$ cat src/rtl/sss_pattern_sched.sv
// Pattern scheduler for the six-digit sss message display.
// Steps the pattern select p through 0..P_LAST with a programmable dwell while
// run is high. It also serves a one-shot override that shows a requested
// pattern for OVR_HOLD cycles and then resumes the auto sequence where it
// left off.
module sss_pattern_sched #(
  parameter int unsigned DWELL    = 50,
  parameter int unsigned OVR_HOLD = 100,
  parameter int unsigned P_LAST   = 7
) (
  input  logic       clk,
  input  logic       reset,
  input  logic       run,
  input  logic       dir,
  input  logic       ovr_valid,
  input  logic [2:0] ovr_p,
  output logic       ovr_ready,
  output logic [2:0] p,
  output logic       load,
  output logic [1:0] mode,
  output logic       seq_wrap
);

  // One counter is shared by the auto dwell and the override hold, so it is
  // sized for the longer of the two.
  localparam int unsigned CntMax = ((DWELL > OVR_HOLD) ? DWELL : OVR_HOLD) - 1;
  localparam int unsigned CntW   = (CntMax > 0) ? $clog2(CntMax + 1) : 1;

  localparam logic [CntW-1:0] DwellEnd = CntW'(DWELL - 1);
  localparam logic [CntW-1:0] HoldEnd  = CntW'(OVR_HOLD - 1);
  localparam logic [CntW-1:0] CntOne   = CntW'(1);
  localparam logic [2:0]      PLast    = 3'(P_LAST);

  // Encodings double as the mode output.
  typedef enum logic [1:0] {
    StIdle = 2'b00,
    StAuto = 2'b01,
    StOvr  = 2'b10
  } state_e;

  state_e          state_q;
  logic [CntW-1:0] cnt_q;
  logic [2:0]      p_q;
  logic [2:0]      saved_q;
  logic            load_q;
  logic            wrap_q;

  logic [2:0]      p_step;
  logic            step_wraps;
  logic [2:0]      ovr_p_clamped;
  logic            ovr_take;

  // Handshake is open whenever no override is being shown.
  assign ovr_ready = (state_q != StOvr) && !reset;
  assign ovr_take  = ovr_valid && ovr_ready;

  assign p        = p_q;
  assign load     = load_q;
  assign seq_wrap = wrap_q;
  assign mode     = state_q;

  // Clamp out-of-range override requests to the last pattern.
  always_comb begin
    ovr_p_clamped = ovr_p;
    if (ovr_p > PLast) begin
      ovr_p_clamped = PLast;
    end
  end

  // Next pattern in the auto sequence for the current direction, with wrap flag.
  always_comb begin
    p_step     = p_q;
    step_wraps = 1'b0;
    if (dir) begin
      if (p_q == 3'd0) begin
        p_step     = PLast;
        step_wraps = 1'b1;
      end else begin
        p_step = p_q - 3'd1;
      end
    end else begin
      if (p_q >= PLast) begin
        p_step     = 3'd0;
        step_wraps = 1'b1;
      end else begin
        p_step = p_q + 3'd1;
      end
    end
  end

  // Scheduler FSM with registered pattern, load and wrap outputs.
  always_ff @(posedge clk) begin
    if (reset) begin
      state_q <= StIdle;
      cnt_q   <= '0;
      p_q     <= 3'd0;
      saved_q <= 3'd0;
      load_q  <= 1'b0;
      wrap_q  <= 1'b0;
    end else begin
      load_q <= 1'b0;
      wrap_q <= 1'b0;
      if (ovr_take) begin
        // Override beats both a pending advance and a run rising edge; the
        // pre-advance pattern is what gets restored.
        saved_q <= p_q;
        p_q     <= ovr_p_clamped;
        load_q  <= 1'b1;
        cnt_q   <= '0;
        state_q <= StOvr;
      end else begin
        case (state_q)
          StIdle: begin
            cnt_q <= '0;
            if (run) begin
              // Re-announce the held pattern on entry to auto mode.
              state_q <= StAuto;
              load_q  <= 1'b1;
            end
          end
          StAuto: begin
            if (!run) begin
              state_q <= StIdle;
              cnt_q   <= '0;
            end else if (cnt_q == DwellEnd) begin
              p_q    <= p_step;
              wrap_q <= step_wraps;
              load_q <= 1'b1;
              cnt_q  <= '0;
            end else begin
              cnt_q <= cnt_q + CntOne;
            end
          end
          StOvr: begin
            if (cnt_q == HoldEnd) begin
              // Restore and restart a full dwell from zero.
              p_q     <= saved_q;
              load_q  <= 1'b1;
              cnt_q   <= '0;
              state_q <= run ? StAuto : StIdle;
            end else begin
              cnt_q <= cnt_q + CntOne;
            end
          end
          default: begin
            state_q <= StIdle;
            cnt_q   <= '0;
          end
        endcase
      end
    end
  end

endmodule

$ cat config.mk
export PLATFORM = sky130hd
export DESIGN_NAME = sss_pattern_sched
export DESIGN_NICKNAME = d
export VERILOG_FILES = /design/src/rtl/sss_pattern_sched.sv
export SDC_FILE = /design/constraint.sdc
export NUM_CORES = 1
export LEC_CHECK = 0
export CAP_MARGIN = 10
export CORE_UTILIZATION = 53
export CTS_CLUSTER_SIZE = 20
export DETAILED_ROUTE_END_ITERATION = 12
export GPL_TIMING_DRIVEN = 0
export PLACE_DENSITY = 0.78
export SETUP_SLACK_MARGIN = 0.5
export SYNTH_ARGS = -nofsm -noshare
export SYNTH_HDL_FRONTEND = slang
export SYNTH_SLANG_ARGS = --single-unit
$ cat constraint.sdc
create_clock -name clk -period 2.25 [get_ports clk]
set_clock_uncertainty 0.05 [all_clocks]
set_input_delay 0.3375 -clock clk [delete_from_list [all_inputs] [get_ports clk]]
set_output_delay 0.3375 -clock clk [all_outputs]
set_load 0.02 [all_outputs]
==> metrics.txt, run 1 <==
# TYPE chip_impl_metric gauge
chip_impl_info{name="run_status",value="complete, no violations"} 1
chip_impl_metric{name="detailed_route_wl",unit="um"} 2450
chip_impl_metric{name="grt_pass1_vias",unit=""} 773
chip_impl_metric{name="grt_overflow_total",unit=""} 0
chip_impl_metric{name="worstPathMaxFanout",unit=""} 6
chip_impl_metric{name="period_share",unit="%"} 75.8
chip_impl_info{name="regToRegStartpoint",value="cnt_q[4]"} 1
chip_impl_metric{name="final-setup-viol-count",unit=""} 0
chip_impl_metric{name="synth_seq_cells",unit=""} 17
chip_impl_info{name="startpoint_type",value="flip-flop"} 1
chip_impl_metric{name="total_cts_buffers",unit=""} 3
chip_impl_metric{name="postSynthNetCount",unit=""} 141
chip_impl_metric{name="cts-htree-levels",unit=""} 1
chip_impl_metric{name="leakage",unit="uW"} 0.000519
chip_impl_metric{name="post-synth-top-area-fraction",unit="%"} 31.2
chip_impl_info{name="tritoncts",value="done"} 1
chip_impl_metric{name="cts.sinks",unit=""} 17
chip_impl_metric{name="die_area",unit="um^2"} 2240
chip_impl_metric{name="power",unit="uW"} 798
chip_impl_metric{name="antennaDiodeCount",unit=""} 0
chip_impl_info{name="yosys-top-cells-area",value="sky130_fd_sc_hd__dfxtp_1, sky130_fd_sc_hd__ha_1, sky130_fd_sc_hd__nor2_1"} 1
chip_impl_metric{name="clock_transition_at_the_registers_of_the_reported_paths",unit="ns"} 0.11
chip_impl_info{name="setup_cp_type",value="flip-flop to flip-flop"} 1
chip_impl_info{name="crit-reg2reg-capture",value="p[2]"} 1
chip_impl_metric{name="fp.dieH",unit="um"} 47.3
chip_impl_metric{name="die_x",unit="um"} 47.3
chip_impl_metric{name="reg2regPathDepth",unit=""} 4
chip_impl_metric{name="post_synth.cell_area_avg",unit="um^2"} 8.86
chip_impl_metric{name="route.antenna.remaining_nets",unit=""} 0
chip_impl_metric{name="num_rows",unit=""} 16
chip_impl_metric{name="layout_min_cycle_time",unit="ns"} 1.71
chip_impl_metric{name="worst_slew_margin_rel",unit="%"} 72.8
chip_impl_info{name="setup.worst_path.end_class",value="flip-flop"} 1
chip_impl_metric{name="final-hold-violation-count",unit=""} 0
chip_impl_metric{name="hold_ws",unit="ns"} 0.305
chip_impl_info{name="cp-startpoint",value="cnt_q[4]"} 1
chip_impl_metric{name="ff2ff_setup_slack",unit="ns"} 0.54
chip_impl_metric{name="gpl_wtd_cong",unit=""} 0.835
chip_impl_metric{name="grt_first_pass_wirelength",unit="um"} 3440
chip_impl_metric{name="route.detailed.drc",unit=""} 0
chip_impl_metric{name="required_time_reported_for_the_critical_path_endpoint",unit="ns"} 2.42
chip_impl_metric{name="cp.arrival",unit="ns"} 1.88
chip_impl_metric{name="post_drt_wl_per_cell",unit="um"} 14.5
chip_impl_metric{name="max_slew.worst_pin.slew",unit="ns"} 0.407
chip_impl_metric{name="grt_antenna_before_repair",unit=""} 0
chip_impl_metric{name="timing_max_transition_violations_final",unit=""} 0
chip_impl_metric{name="ys_types",unit=""} 42
chip_impl_metric{name="initial_core_util",unit="%"} 56.1
chip_impl_metric{name="area.growth.synth_to_final",unit="%"} 24.2
chip_impl_metric{name="placement.io_buffers",unit=""} 14
chip_impl_metric{name="synth.yosys.seq_area_share",unit="%"} 31.2
chip_impl_info{name="ctsRootBufferMaster",value="sky130_fd_sc_hd__clkbuf_4"} 1
chip_impl_metric{name="maxClockFrequency",unit="MHz"} 586
chip_impl_metric{name="firstDrtPassIters",unit=""} 4
chip_impl_metric{name="gr-usage-all-layers",unit="%"} 21.8
chip_impl_metric{name="detail_route.iter0.violations",unit=""} 24
chip_impl_metric{name="ys.warnings.count",unit=""} 0
chip_impl_info{name="synth_area_leader_cell",value="sky130_fd_sc_hd__dfxtp_1"} 1
chip_impl_info{name="worst_hold_path_type",value="input pin to flip-flop"} 1
chip_impl_info{name="worst_setup_path_endpoint",value="p[2]"} 1
chip_impl_metric{name="pwr_density_cell",unit="nW/um^2"} 589
chip_impl_metric{name="hpwl",unit="um"} 1720
chip_impl_metric{name="io-pin-count",unit=""} 16
chip_impl_metric{name="setup_tns_after_final_layout",unit="ns"} 0
chip_impl_metric{name="dr_total_vias",unit=""} 1005
chip_impl_info{name="grt_setup_unrepaired",value="true"} 1
chip_impl_metric{name="final_layout_size_suffix_gt1_share",unit="%"} 19.7
chip_impl_metric{name="vdd_ir_drop_max",unit="V"} 0.000307
chip_impl_metric{name="maximum_number_of_pins_on_one_net_before_global_route_repair",unit=""} 11
chip_impl_metric{name="worstSkewPairLatency",unit="ns"} 0.29
chip_impl_metric{name="synthesis.instances",unit=""} 123
chip_impl_metric{name="design.core.area",unit="um^2"} 1940
chip_impl_metric{name="syn-cell-area",unit="um^2"} 1090
chip_impl_metric{name="timing.max_cap.violations",unit=""} 0
chip_impl_metric{name="route.detailed.vias_per_inst",unit=""} 5.95
chip_impl_metric{name="design.final.nets",unit=""} 161
chip_impl_metric{name="max-clock-path-buffers",unit=""} 2
sequential cells by signal, indices dropped and copies added, names as in the netlist:
| register | cells |
|---|---|
| cnt_q | 7 |
| p | 3 |
| seq_wrap | 1 |
| mode | 2 |
| load | 1 |
| saved_q | 3 |
cell families after synthesis:
family | after synthesis | share of synthesized area [%]
buffers and inverters | 12 | 4.48
multiplexers | 3 | 2.76
XOR/XNOR | 5 | 4.02
AO/OA/AOI/OAI | 28 | 19.9
adder cells (fa/ha/maj) | 10 | 11.5
AND/OR/NAND/NOR | 48 | 26.2
flip-flops | 17 | 31.2
critical path: stages (launching register included):
cell and delay, ns:
sky130_fd_sc_hd__dfxtp_1 0.45, sky130_fd_sc_hd__nor4bb_4 0.42, sky130_fd_sc_hd__and4_1 0.30, sky130_fd_sc_hd__o31a_2 0.21, sky130_fd_sc_hd__mux2i_1 0.20
through the flow:
step	setup WS [ns]	area [um^2]	cells	utilization, %
floorplan	0.493	1090	123	-
global placement	0.253	1270	164	65.3
detailed placement	0.221	1270	164	65.3
CTS	0.444	1300	168	66.9
global route	0.425	1350	169	69.7
finish	0.544	1350	169	69.7
how the worst min path moves through the flow:
stage / from / end / cells after the start
after floorplan: saved_q[1] / saved_q[1] / 2
after global placement: saved_q[1] / saved_q[1] / 2
after detailed placement: saved_q[1] / saved_q[1] / 2
after CTS: reset / mode[0] / 2
after global routing: reset / saved_q[2] / 2
final: reset / mode[0] / 2
cell usage after synthesis, drive strengths merged:
cell type / n
nor4bb: 1
a222oi: 1
a31o: 1
and3b: 1
buf: 3
ha: 10
nand2b: 2
o221ai: 2
nand3b: 2
xnor2: 3
o21ai: 5
nor2b: 3
o22ai: 1
xor2: 2
a21oi: 3
a311oi: 3
a41oi: 1
nand3: 3
and4: 1
a211o: 1
o211ai: 1
or2: 1
a31oi: 4
nand4: 2
nor4b: 2
dfxtp: 17
or3b: 1
mux2i: 3
a2111oi: 1
nor2: 15
nand2: 9
a211oi: 2
inv: 9
and3: 1
nor3b: 1
or3: 3
o31a: 2
per-layer routing:
metal  up-vias  global-route usage (%)  share of wire (%)
met5         -                       0                  0
met4         0                    5.14                1.2
met3         4                    3.46                3.9
met2        26                    34.2                 47
met1       484                    30.8                 48
li1        491                       -                  -
layout make-up:
class | count | area (um^2)
clock inverters | 1 | 5.00
multi-input cells | 94 | 736
clock buffers | 3 | 22.5
fillers | 175 | 588
plain buffers | 3 | 23.8
well taps | 27 | 33.8
inverters | 9 | 33.8
repair buffers | 15 | 145
flip-flops and latches | 17 | 354
report_power, final:
| part | leakage, uW | internal (uW) | switching, uW |
|---|---|---|---|
| Clock | 0.0000177 | 66.1 | 105 |
| Combinational | 0.000360 | 129 | 142 |
| Sequential | 0.000141 | 325 | 30.9 |
cell usage in the layout (no fill, tap or decap), types with 2 or more instances in the layout:
master,synthesis,layout
sky130_fd_sc_hd__inv_1,9,8
sky130_fd_sc_hd__a21oi_1,3,3
sky130_fd_sc_hd__dfxtp_2,0,2
sky130_fd_sc_hd__nand2_1,9,8
sky130_fd_sc_hd__a31oi_1,4,4
sky130_fd_sc_hd__nand4_1,2,2
sky130_fd_sc_hd__dfxtp_4,0,3
sky130_fd_sc_hd__nand3_1,3,3
sky130_fd_sc_hd__a211oi_1,2,2
sky130_fd_sc_hd__nor2_1,15,15
sky130_fd_sc_hd__o221ai_1,2,2
sky130_fd_sc_hd__mux2i_1,3,3
sky130_fd_sc_hd__xor2_1,2,2
sky130_fd_sc_hd__ha_1,10,9
sky130_fd_sc_hd__nor2b_1,3,3
sky130_fd_sc_hd__xnor2_1,3,3
sky130_fd_sc_hd__or3_1,3,3
sky130_fd_sc_hd__buf_4,0,2
sky130_fd_sc_hd__a311oi_2,1,2
sky130_fd_sc_hd__dfxtp_1,17,12
sky130_fd_sc_hd__clkdlybuf4s50_1,0,12
sky130_fd_sc_hd__o21ai_1,3,3
sky130_fd_sc_hd__nand3b_1,2,2
sky130_fd_sc_hd__nor4b_2,1,2
sky130_fd_sc_hd__clkbuf_4,0,3
sky130_fd_sc_hd__nand2b_1,2,2
timing repair:
| item | in CTS | in global routing |
|---|---|---|
| pin swaps | 0 | 2 |
| hold buffers | 0 | 0 |
| setup buffers | 0 | 1 |
| resized for setup | 9 | 14 |
| setup endpoints to repair | 17 | 18 |
Note: power is estimated with default switching activity, not from simulation.
==> inputs of run 2 (changes only) <==
==> constraint.sdc (replaced) <==
create_clock -name clk -period 1.67 [get_ports clk]
set_clock_uncertainty 0.05 [all_clocks]
set_input_delay 0.2505 -clock clk [delete_from_list [all_inputs] [get_ports clk]]
set_output_delay 0.2505 -clock clk [all_outputs]
set_load 0.02 [all_outputs]
==> metrics.txt, run 2 (same netlist as run 1, synthesis figures left out) <==
# TYPE chip_impl_metric gauge
chip_impl_metric{name="p_comb_share",unit="%"} 48.0
chip_impl_info{name="top_register",value="cnt_q"} 1
chip_impl_metric{name="place_area",unit="um^2"} 1440
chip_impl_metric{name="initial_core_util",unit="%"} 56.1
chip_impl_info{name="grt_setup_unrepaired",value="true"} 1
chip_impl_metric{name="die_x",unit="um"} 47.3
chip_impl_info{name="violations",value="negative setup slack"} 1
chip_impl_metric{name="p_clk_share",unit="%"} 17.0
chip_impl_metric{name="post_drt_wl_per_cell",unit="um"} 23.6
chip_impl_metric{name="p_switching",unit="uW"} 524
chip_impl_metric{name="required_time_reported_for_the_critical_path_endpoint",unit="ns"} 1.85
chip_impl_metric{name="route.detailed.vias_per_inst",unit=""} 6.73
chip_impl_metric{name="cp.arrival",unit="ns"} 1.86
chip_impl_metric{name="maxClockFrequency",unit="MHz"} 595
chip_impl_metric{name="final-setup-viol-count",unit=""} 1
chip_impl_metric{name="final-hold-violation-count",unit=""} 0
chip_impl_metric{name="maximum_number_of_pins_on_one_net_before_global_route_repair",unit=""} 11
chip_impl_metric{name="hold_ws",unit="ns"} 0.260
chip_impl_metric{name="total_cts_buffers",unit=""} 3
chip_impl_metric{name="worstSkewPairLatency",unit="ns"} 0.30
chip_impl_metric{name="largest_reg_flops",unit=""} 7
chip_impl_metric{name="fp.dieH",unit="um"} 47.3
chip_impl_metric{name="gpl_wtd_cong",unit=""} 0.935
chip_impl_metric{name="grt_overflow_total",unit=""} 0
chip_impl_metric{name="clock_transition_at_the_registers_of_the_reported_paths",unit="ns"} 0.11
chip_impl_metric{name="power",unit="uW"} 1370
chip_impl_info{name="mostFrequentLayoutCells",value="sky130_fd_sc_hd__buf_4, sky130_fd_sc_hd__buf_6, sky130_fd_sc_hd__nor2_1, sky130_fd_sc_hd__nand2_1, sky130_fd_sc_hd__dfxtp_4"} 1
chip_impl_metric{name="power.share.switching",unit="%"} 38.3
chip_impl_info{name="ctsRootBufferMaster",value="sky130_fd_sc_hd__clkbuf_4"} 1
chip_impl_metric{name="firstDrtPassIters",unit=""} 7
chip_impl_info{name="top_usage_layer",value="met2"} 1
chip_impl_metric{name="route.detailed.drc",unit=""} 0
chip_impl_metric{name="filler_cell_count",unit=""} 59
chip_impl_info{name="setup.worst_path.end_class",value="flip-flop"} 1
chip_impl_metric{name="leakage",unit="uW"} 0.000706
chip_impl_info{name="tritoncts",value="done"} 1
chip_impl_info{name="run_status",value="finished with violations"} 1
chip_impl_metric{name="design.core.area",unit="um^2"} 1940
chip_impl_metric{name="placement.io_buffers",unit=""} 14
chip_impl_metric{name="max-clock-path-buffers",unit=""} 2
chip_impl_metric{name="num_rows",unit=""} 16
chip_impl_metric{name="worstPathMaxFanout",unit=""} 7
chip_impl_metric{name="worst_slew_margin_rel",unit="%"} 76.1
chip_impl_metric{name="timing.max_cap.violations",unit=""} 0
chip_impl_metric{name="dr_total_vias",unit=""} 1306
chip_impl_metric{name="layout.area.seq",unit="um^2"} 372
chip_impl_info{name="critPathTopFamily",value="compound AO/OA/AOI/OAI gates"} 1
chip_impl_metric{name="layout_min_cycle_time",unit="ns"} 1.68
chip_impl_info{name="layout_commonest_cell",value="sky130_fd_sc_hd__buf_4"} 1
chip_impl_metric{name="seq_power_share",unit="%"} 35.0
chip_impl_metric{name="grt_first_pass_wirelength",unit="um"} 4400
chip_impl_metric{name="crit_path_largest_cell_delay",unit="ns"} 0.38
chip_impl_metric{name="globalRouteMet1Util",unit="%"} 32.9
chip_impl_metric{name="pwr_density_cell",unit="nW/um^2"} 748
chip_impl_metric{name="ff2ff_setup_slack",unit="ns"} -0.01
chip_impl_info{name="worst_hold_path_type",value="input pin to flip-flop"} 1
chip_impl_info{name="setup_cp_type",value="flip-flop to flip-flop"} 1
chip_impl_metric{name="stdcell_area",unit="um^2"} 1830
chip_impl_metric{name="timing_max_transition_violations_final",unit=""} 0
chip_impl_metric{name="detailed_route_wl",unit="um"} 4570
chip_impl_metric{name="period_share",unit="%"} 101
chip_impl_metric{name="hpwl",unit="um"} 1900
chip_impl_info{name="startpoint_type",value="flip-flop"} 1
chip_impl_metric{name="met2_usage",unit="%"} 50.1
chip_impl_metric{name="antennaDiodeCount",unit=""} 0
chip_impl_metric{name="max_slew.worst_pin.slew",unit="ns"} 0.358
chip_impl_info{name="crit_path_cell_trace",value="inv_4 > ha_4 > nor3b_4 > buf_6 > a311oi_2 > a211o_1 > mux2i_1"} 1
chip_impl_metric{name="setup_ws",unit="ns"} -0.0118
chip_impl_metric{name="power.internal",unit="uW"} 842
chip_impl_metric{name="grt_pass1_vias",unit=""} 967
chip_impl_metric{name="io-pin-count",unit=""} 16
chip_impl_metric{name="die_area",unit="um^2"} 2240
chip_impl_metric{name="area.growth.synth_to_final",unit="%"} 67.5
chip_impl_metric{name="design.final.nets",unit=""} 186
chip_impl_metric{name="final_layout_size_suffix_gt1_share",unit="%"} 55.7
chip_impl_info{name="cell_at_the_slowest_stage_of_the_critical_path",value="sky130_fd_sc_hd__dfxtp_4"} 1
chip_impl_metric{name="gr-usage-all-layers",unit="%"} 27.6
chip_impl_metric{name="worstPathBufferInverterCount",unit=""} 2
chip_impl_metric{name="vdd_ir_drop_max",unit="V"} 0.000659
chip_impl_metric{name="grt_antenna_before_repair",unit=""} 0
chip_impl_metric{name="detail_route.iter0.violations",unit=""} 113
chip_impl_metric{name="cts-htree-levels",unit=""} 1
chip_impl_metric{name="global_route.usage.met3",unit="%"} 6.15
chip_impl_metric{name="multiInputGateArea",unit="um^2"} 938
chip_impl_metric{name="cts.sinks",unit=""} 17
chip_impl_metric{name="route.antenna.remaining_nets",unit=""} 0
-- run 2: cell count changes in the layout (fill, tap and decap cells not counted), sizes merged --
cell,change
clkinv,-1
clkdlybuf4s50,-6
buf,+32
-- run 2: layer usage --
metal  vias up  wire [um]
met2       102       2240
met5         -          0
met4         0        325
met1       617       1580
li1        547          -
met3        40        422
-- run 2: worst register-to-register path: cells and delay by family (launching register included) --
kind / cells / cell delay (ns)
AOI/OAI and AO/OA: 2 / 0.39
DFF: 1 / 0.38
and+or+nand+nor: 1 / 0.23
buffers and inverters: 2 / 0.23
adders and majority gates: 1 / 0.18
muxes: 1 / 0.15
-- run 2: final timing paths --
kind | depth (start not counted) | start | endpoint
setup / recovery | 7 | mode[0] | p[2]
hold / removal | 2 | reset | mode[0]
setup reg to reg | 7 | mode[0] | p[2]
hold reg to reg | 2 | saved_q[1] | saved_q[1]
-- run 2: through the flow --
step / std cells / setup slack [ns] / utilization (%) / TNS (ns)
2_1_floorplan: 123 / 0.145 / - / 0
3_3_place_gp: 164 / -0.0804 / 74.1 / -0.412
3_5_place_dp: 164 / -0.0829 / 74.1 / -0.656
4_1_cts: 183 / 0.0816 / 83.8 / 0
5_1_grt: 194 / -0.168 / 94.0 / -0.482
6_report: 194 / -0.0118 / 94.0 / -0.0118
-- run 2: layout make-up --
class	instances	share of cell area (%)
multi-input combinational	94	51.4
timing repair buffer	40	20.6
sequential	17	20.4
inverter	9	2.40
buffer	3	1.92
tap	27	1.85
clock buffer	4	1.44
-- run 2: repair_timing --
item | CTS | global route
resized for setup | 52 | 29
buffers inserted | 15 | 11
endpoints found under the hold margin | 0 | 0
pin swaps | 13 | 6
endpoints found under the setup margin | 25 | 24
hold buffers | 0 | 0
-- run 2: power groups by stage --
| stage | combinational [uW] | clock [uW] | sequential [uW] |
|---|---|---|---|
| global placement | 395 | 0 | 502 |
| detailed placement | 409 | 0 | 505 |
| global route | 695 | 246 | 481 |
| CTS | 486 | 224 | 482 |
| finish | 655 | 232 | 478 |
| floorplan | 262 | 0 | 521 |
